<file path="src/rtl/cd_bcd_scan_mux.sv">
// Four-digit multiplexed BCD display scanner.
// A prescaler paces the digit slots. New digit data is double-buffered and
// swapped in only at a frame boundary so a frame never mixes two words.
// Leading zeros can be blanked, and digits holding codes above 9 are blanked
// and reported through a sticky error flag.
module cd_bcd_scan_mux #(
    parameter int unsigned PRESCALE = 100000
) (
    input  logic        clk,
    input  logic        rst,
    input  logic        load,
    input  logic [15:0] digits_in,
    input  logic [3:0]  dp_in,
    input  logic        blank_lz,
    output logic [3:0]  bcd_out,
    output logic [3:0]  an,
    output logic        dp_n,
    output logic        frame_done,
    output logic        err
);

    localparam int unsigned   CW   = $clog2(PRESCALE);
    localparam logic [CW-1:0] LAST = CW'(PRESCALE - 1);

    localparam logic [1:0] SLOT0 = 2'd0;
    localparam logic [1:0] SLOT3 = 2'd3;

    logic [CW-1:0] cnt;
    logic          tick;
    logic [1:0]    idx;
    logic [1:0]    idx_nxt;
    logic          boundary;

    logic [15:0]   act_dig;
    logic [3:0]    act_dp;
    logic [15:0]   pend_dig;
    logic [3:0]    pend_dp;
    logic          pend_valid;
    logic          pend_bad;

    logic [15:0]   show_dig;
    logic [3:0]    show_dp;
    logic [3:0]    lead_zero;
    logic [3:0]    sel_dig;
    logic          sel_dp;
    logic          sel_blank;

    // Slot timing and selection of the digit for the upcoming slot.
    always_comb begin
        tick     = (cnt == LAST);
        idx_nxt  = idx + 2'd1;
        boundary = tick && (idx == SLOT3);

        // At a boundary with a swap pending, digit 0 must already come from
        // the incoming word, so the display view looks through to pending.
        if (boundary && pend_valid) begin
            show_dig = pend_dig;
            show_dp  = pend_dp;
        end else begin
            show_dig = act_dig;
            show_dp  = act_dp;
        end

        lead_zero    = '0;
        lead_zero[3] = (show_dig[15:12] == 4'd0);
        lead_zero[2] = lead_zero[3] && (show_dig[11:8] == 4'd0);
        lead_zero[1] = lead_zero[2] && (show_dig[7:4] == 4'd0);

        sel_dig   = show_dig[{idx_nxt, 2'b00} +: 4];
        sel_dp    = show_dp[idx_nxt];
        sel_blank = (sel_dig > 4'd9) || (blank_lz && lead_zero[idx_nxt]);

        pend_bad = 1'b0;
        for (int unsigned i = 0; i < 4; i++) begin
            if (pend_dig[i*4 +: 4] > 4'd9) begin
                pend_bad = 1'b1;
            end
        end
    end

    // Prescaler: free-running count that wraps at PRESCALE-1.
    always_ff @(posedge clk or posedge rst) begin
        if (rst) begin
            cnt <= '0;
        end else if (tick) begin
            cnt <= '0;
        end else begin
            cnt <= cnt + CW'(1);
        end
    end

    // Digit index: starts at 3 so the first tick after reset is a boundary.
    always_ff @(posedge clk or posedge rst) begin
        if (rst) begin
            idx <= SLOT3;
        end else if (tick) begin
            idx <= idx_nxt;
        end
    end

    // Pending/active double buffer and the sticky error flag.
    always_ff @(posedge clk or posedge rst) begin
        if (rst) begin
            act_dig    <= '0;
            act_dp     <= '0;
            pend_dig   <= '0;
            pend_dp    <= '0;
            pend_valid <= 1'b0;
            err        <= 1'b0;
        end else begin
            if (boundary && pend_valid) begin
                act_dig <= pend_dig;
                act_dp  <= pend_dp;
                err     <= pend_bad;
            end
            // A load in the boundary cycle survives the swap and waits a frame.
            if (load) begin
                pend_dig   <= digits_in;
                pend_dp    <= dp_in;
                pend_valid <= 1'b1;
            end else if (boundary) begin
                pend_valid <= 1'b0;
            end
        end
    end

    // Registered display outputs, updated only on a tick.
    always_ff @(posedge clk or posedge rst) begin
        if (rst) begin
            an         <= '1;
            bcd_out    <= '0;
            dp_n       <= 1'b1;
            frame_done <= 1'b0;
        end else begin
            frame_done <= boundary;
            if (tick) begin
                if (sel_blank) begin
                    an      <= '1;
                    bcd_out <= '0;
                    dp_n    <= 1'b1;
                end else begin
                    an      <= ~(4'b0001 << idx_nxt);
                    bcd_out <= sel_dig;
                    dp_n    <= ~sel_dp;
                end
            end
        end
    end

    logic unused_slot0;
    assign unused_slot0 = (SLOT0 == 2'd0);

endmodule

</file>
<file path="config.mk">
export PLATFORM = sky130hd
export DESIGN_NAME = cd_bcd_scan_mux
export DESIGN_NICKNAME = d
export VERILOG_FILES = /design/src/rtl/cd_bcd_scan_mux.sv
export SDC_FILE = /design/constraint.sdc
export NUM_CORES = 1
export LEC_CHECK = 0
export ABC_AREA = 1
export CORE_MARGIN = 2
export CORE_UTILIZATION = 61
export DETAILED_ROUTE_END_ITERATION = 6
export GPL_TIMING_DRIVEN = 0
export HOLD_SLACK_MARGIN = 0.06
export PLACE_DENSITY = 0.89
export SLEW_MARGIN = 20
export SYNTH_ARGS = -nofsm -noshare
export SYNTH_HDL_FRONTEND = slang
export SYNTH_SLANG_ARGS = --single-unit
export TNS_END_PERCENT = 30
</file>
<file path="constraint.sdc">
create_clock -name clk -period 5.8 [get_ports clk]
set_input_delay 1.45 -clock clk [delete_from_list [all_inputs] [get_ports clk]]
set_output_delay 1.45 -clock clk [all_outputs]
set_load 0.03 [all_outputs]
</file>
[Yosys cells after proc, flatten, opt, wreduce, memory -nomap -nowiden]
Index checks and enable logic that the tools add are counted.
Cells by class
  $add $sub $neg: 2
  order comparisons: 6
  eq/ne operators: 2
  shift operators: 2
  multiplexer cells: 16
  bitwise logic cells: 2
  reductions and logical operators: 10
Operators with widths (count)
  4-bit greater-than comparator, second input constant: 5
  17-bit by 1-bit adder with 17-bit output, second input constant: 1
  17-bit == test, second input constant: 1
  17-bit two-way mux: 1
  16-bit two-way mux: 1
  16-bit by 5-bit variable part select with 4-bit output: 1
  4-bit logical NOT: 3
  4-bit two-way mux: 3
  1-bit two-way mux: 9
  1-bit logical AND: 5
  1-bit binary-select mux with 2-bit select: 2
  4-bit inverter: 1
  1-bit by 2-bit left shift with 4-bit output, first input constant: 1
  2-bit by 3-bit < comparator with 1-bit output, second input constant: 1
  2-bit by 1-bit adder with 2-bit output, second input constant: 1
  2-bit == test, second input constant: 1
  2-bit nonzero test: 1
  1-bit logical OR: 1
  1-bit inverter: 1
Word-level totals
  bits in registers: 71
  input bits: 24
  output and inout port bits: 11
  word-level logic and storage cells: 52

[Depth between registers and ports, before layout]
  word-level depth: 12
  mapped depth: 17

[Worst setup path after synthesis]
OpenSTA, ideal clock, no wires.
  path kind: reg-to-reg
  start point: register idx[0]
  end point: register an[0]
  arrival time: 2131 ps
  required time: 5728 ps
  slack: 3597 ps
  cell stages (with the launch flop): 15
  buffers on the path: 1
  period minus slack after synthesis: 2203 ps
  cells stage by stage: dfstp_2 > clkbuf_1 > inv_1 > ha_1 > inv_1 > nor2_1 > inv_1 > o21ai_1 > inv_1 > nand2_1 > inv_2 > nand2_4 > nand3_1 > nand2_1 > inv_1
RTL lines
  from (decl): line 30  | logic [1:0] idx;
  from (signal assigned): line 97  | idx <= idx_nxt;
  2-bit by 1-bit adder with 2-bit output *: line 51  | idx_nxt = idx + 2'd1;
  named net idx_nxt[0]: line 31  | logic [1:0] idx_nxt;
  parallel branches: the longest is 4 deep, another holds 4-bit greater-than comparator
  4-bit two-way mux *: line 137  | if (sel_blank) begin
  to (signal assigned): line 142  | an <= ~(4'b0001 << idx_nxt);
  to (decl): line 16  | output logic [3:0] an,
Mark *: on every way through the listed nets, which the timed path passes. The select of a mux whose other input is x is not followed.
A chain may end at the register's enable or synchronous reset.

[Worst setup path in the final report]
  start point: register dp_n
  end point: output dp_n
RTL lines
  from (decl): line 17  | output logic dp_n,
  from (signal assigned): line 144  | dp_n <= ~sel_dp;
No word-level cell between the ends.

==> run metrics <==
cell-internal power 817 uW; Synth Cell Area between 3000 and 4000 um2; slowest CP cell clkdlybuf4s50_1; Worst Setup End Kind output pin; core area 5470 um2; Critical Path Start Type flip-flop; Detail Route Antenna Nets 0; Worst Max-Slew Pin Slew 0.524 ns; sequential power share between 40% and 50%; r2r endpoint an[3]$_DFFE_PP1N_; Syn Inst Count 421; Primary FF master, synth dfrtp_1; Max-Cap Viols 0; Initial Utilization 63.1%; drt via density about 5.3; FFs w/ async S/R, synth 100%; total global-route track usage 27.6%; initial antenna violation count 0; n_diodes 0; clk_skew 0.00807 ns; CTS sink cnt about 70; Die Span Y 79.3 um; Reg2Reg Depth 14; fillers 403; Area growth, synth to finish 20.1%; IO Port Bufs 33; most frequent cells in the layout 104 x nand2_1, 65 x inv_1, 64 x dfrtp_1, 38 x nor2_1, 33 x clkdlybuf4s50_1; Worst Setup SP dp_n$_DFFE_PP1N_; FF+latch count, synth 71; highest metal used met4; Yosys warnings 0; Die ar. roughly 6300 um2; Min-Delay Path Class reg -> reg; Hold Path End act_dp[1]$_DFF_PP0_; met1 WL 3320 um; CP Cell Sequence clkdlybuf4s50_1; Max Freq between 0.3 and 0.4 GHz; Crit Path Class reg -> out; worst hold start act_dp[1]$_DFF_PP0_; Max-Slew Margin vs Limit 65.1%; EDFF count, synth 0; CTS tree yes; CTS Buf Count 9; RSZ-0062 raised after global routing no; final instance area 4150 um2; share of cells above drive strength 1 11.9%; part of the cycle the worst path needs between 50 and 60%; Overflow after GRT 0; Post-Place Cell Area 3910 um2; most common cell after layout, fill and taps aside nand2_1; fin util 75.8%; Setup Fix Bufs, Post-CTS 0; Register-to-Register Setup Slack around 3.1 ns; vias 2869; maximum vdd drop 0.189 mV; Max Root-Sink Buffers 2; Gate power share under 10%; vias in the first global route approximately 2800; Routed met3 length 294 um; distinct cell type count after synthesis 35; run status finished clean; hold depth 2; leakage power 2.12 nW; top cells by area, synth dfrtp_1 46%, nand2_1 11%, inv_1 7.2%; Top-Level Pins 35; WHS ~0.48 ns; clk slew on worst S/H paths 0.08 ns; clk_lat worst skew ~0.35 ns; clock root cell clkbuf_8; RR Startpoint idx[0]$_DFFE_PP1N_; WL/cell around 14 um; post-synth top area share 46.4%; P_sw about 230 uW; initial DRC count 293; Placement Rows 27; RD Place Congestion 0.881; Die Span X ~79 um; Remaining DRCs 0; crit path DAT 1.54 ns; Mapped Avg Cell Area roughly 8 um2; Nets 495; Max FO, Critical Path 2; PwrDens 253 nW/um2; Slew Viols, Final 0; largest area contributor in the netlist dfrtp_1; register area share after synthesis just over 50%; First-pass DRT Iterations 4; WL final roughly 7700 um; Hold Vio Cnt, Final 0; Post-DP HPWL roughly 5500 um; setup TNS 0 ns; DR WL met2 3950 um; cell family contributing the most delay on the critical path buffers and inverters; H-Tree Depth 3; Clk pwr share 46.0%; # hold bufs at CTS 0; CP bufs+invs 1; first-pass GRT wire length about 13000 um; Tot Pwr 1.05 mW; slowest stage delay, CP between 0.6 and 0.7 ns; cts repair resizes 0; CP Data Required Time 4.35 ns; Syn Nets 450; largest net degree at the start of global routing 59; switch share 22.2%; Tmin final between 2 and 3 ns; final setup violation count 0
[metrics by stage]
step	cells	setup WS, ns
2_1_floorplan	421	2.57
6_report	543	2.81
4_1_cts	543	2.80
5_1_grt	543	2.77
3_5_place_dp	527	3.14
3_3_place_gp	526	1.44
[cell type report]
| class | count | area [um2] | share of cell area, % |
|---|---|---|---|
| Sequential cell | 71 | 1790 | 43.0 |
| Inverter | 68 | 258 | 6.21 |
| Timing Repair Buffer | 34 | 358 | 8.62 |
| Clock buffer | 9 | 124 | 2.99 |
| Multi-Input combinational cell | 269 | 1340 | 32.3 |
| Tap cell | 72 | 90.1 | 2.17 |
| Clock inverter | 7 | 120 | 2.90 |
| Buffer | 13 | 73.8 | 1.78 |
[Yosys cell counts (5+ instances only)]
master,n
clkbuf_1,8
or2_2,6
nand4_1,12
inv_1,66
o21ai_2,5
nor2_1,38
o21ai_1,6
o21ai_0,25
dfrtp_1,64
ha_1,5
nand2_1,104
nand3_1,23
dfstp_2,7
a21oi_1,15
[cell families (layout without fill, tap and decap cells)]
family / count (synthesis) / in the layout / synth area share [%]
AOI/OAI and AO/OA: 56 / 56 / 9.05
muxes: 1 / 1 / 0.290
and+or+nand+nor: 204 / 204 / 26.9
buffers and inverters: 81 / 131 / 9.53
adders and majority gates: 5 / 5 / 1.81
xor gates and xnor gates: 3 / 3 / 0.761
DFF: 71 / 71 / 51.7
[registers in the layout, indices dropped and copies added (netlist names)]
signal and flops:
idx 2, bcd_out 4, dp_n 1, pend_dp 4, an 4, act_dig 16, pend_dig 16, cnt 17
err 1, act_dp 4, pend_valid 1, frame_done 1
[power by group through the flow]
stage / Clock [mW] / Sequential [mW] / Combinational [mW]
floorplan: 0 / 0.520 / 0.0283
global placement: 0 / 0.522 / 0.0506
detailed placement: 0 / 0.522 / 0.0549
CTS: 0.487 / 0.513 / 0.0551
global route: 0.507 / 0.515 / 0.0625
finish: 0.483 / 0.513 / 0.0540
[layer usage]
layer	global-route usage, %	vias to the layer above
li1	-	1424
met1	35.3	1360
met2	47.6	69
met3	4.89	16
met4	9.48	0
met5	0	-
[worst max-delay path by stage]
| stage | to | slack [ns] | cells past startpoint |
|---|---|---|---|
| floorplan | act_dig[0]$_DFF_PP0_ | 2.57 | 1 |
| finish | dp_n | 2.81 | 1 |
| global placement | pend_dp[1]$_DFFE_PP0P_ | 1.44 | 2 |
| global route | an[2] | 2.77 | 1 |
| detailed placement | an[3]$_DFFE_PP1N_ | 3.14 | 14 |
| CTS | dp_n | 2.80 | 1 |
(Power assumes the default switching activity.)
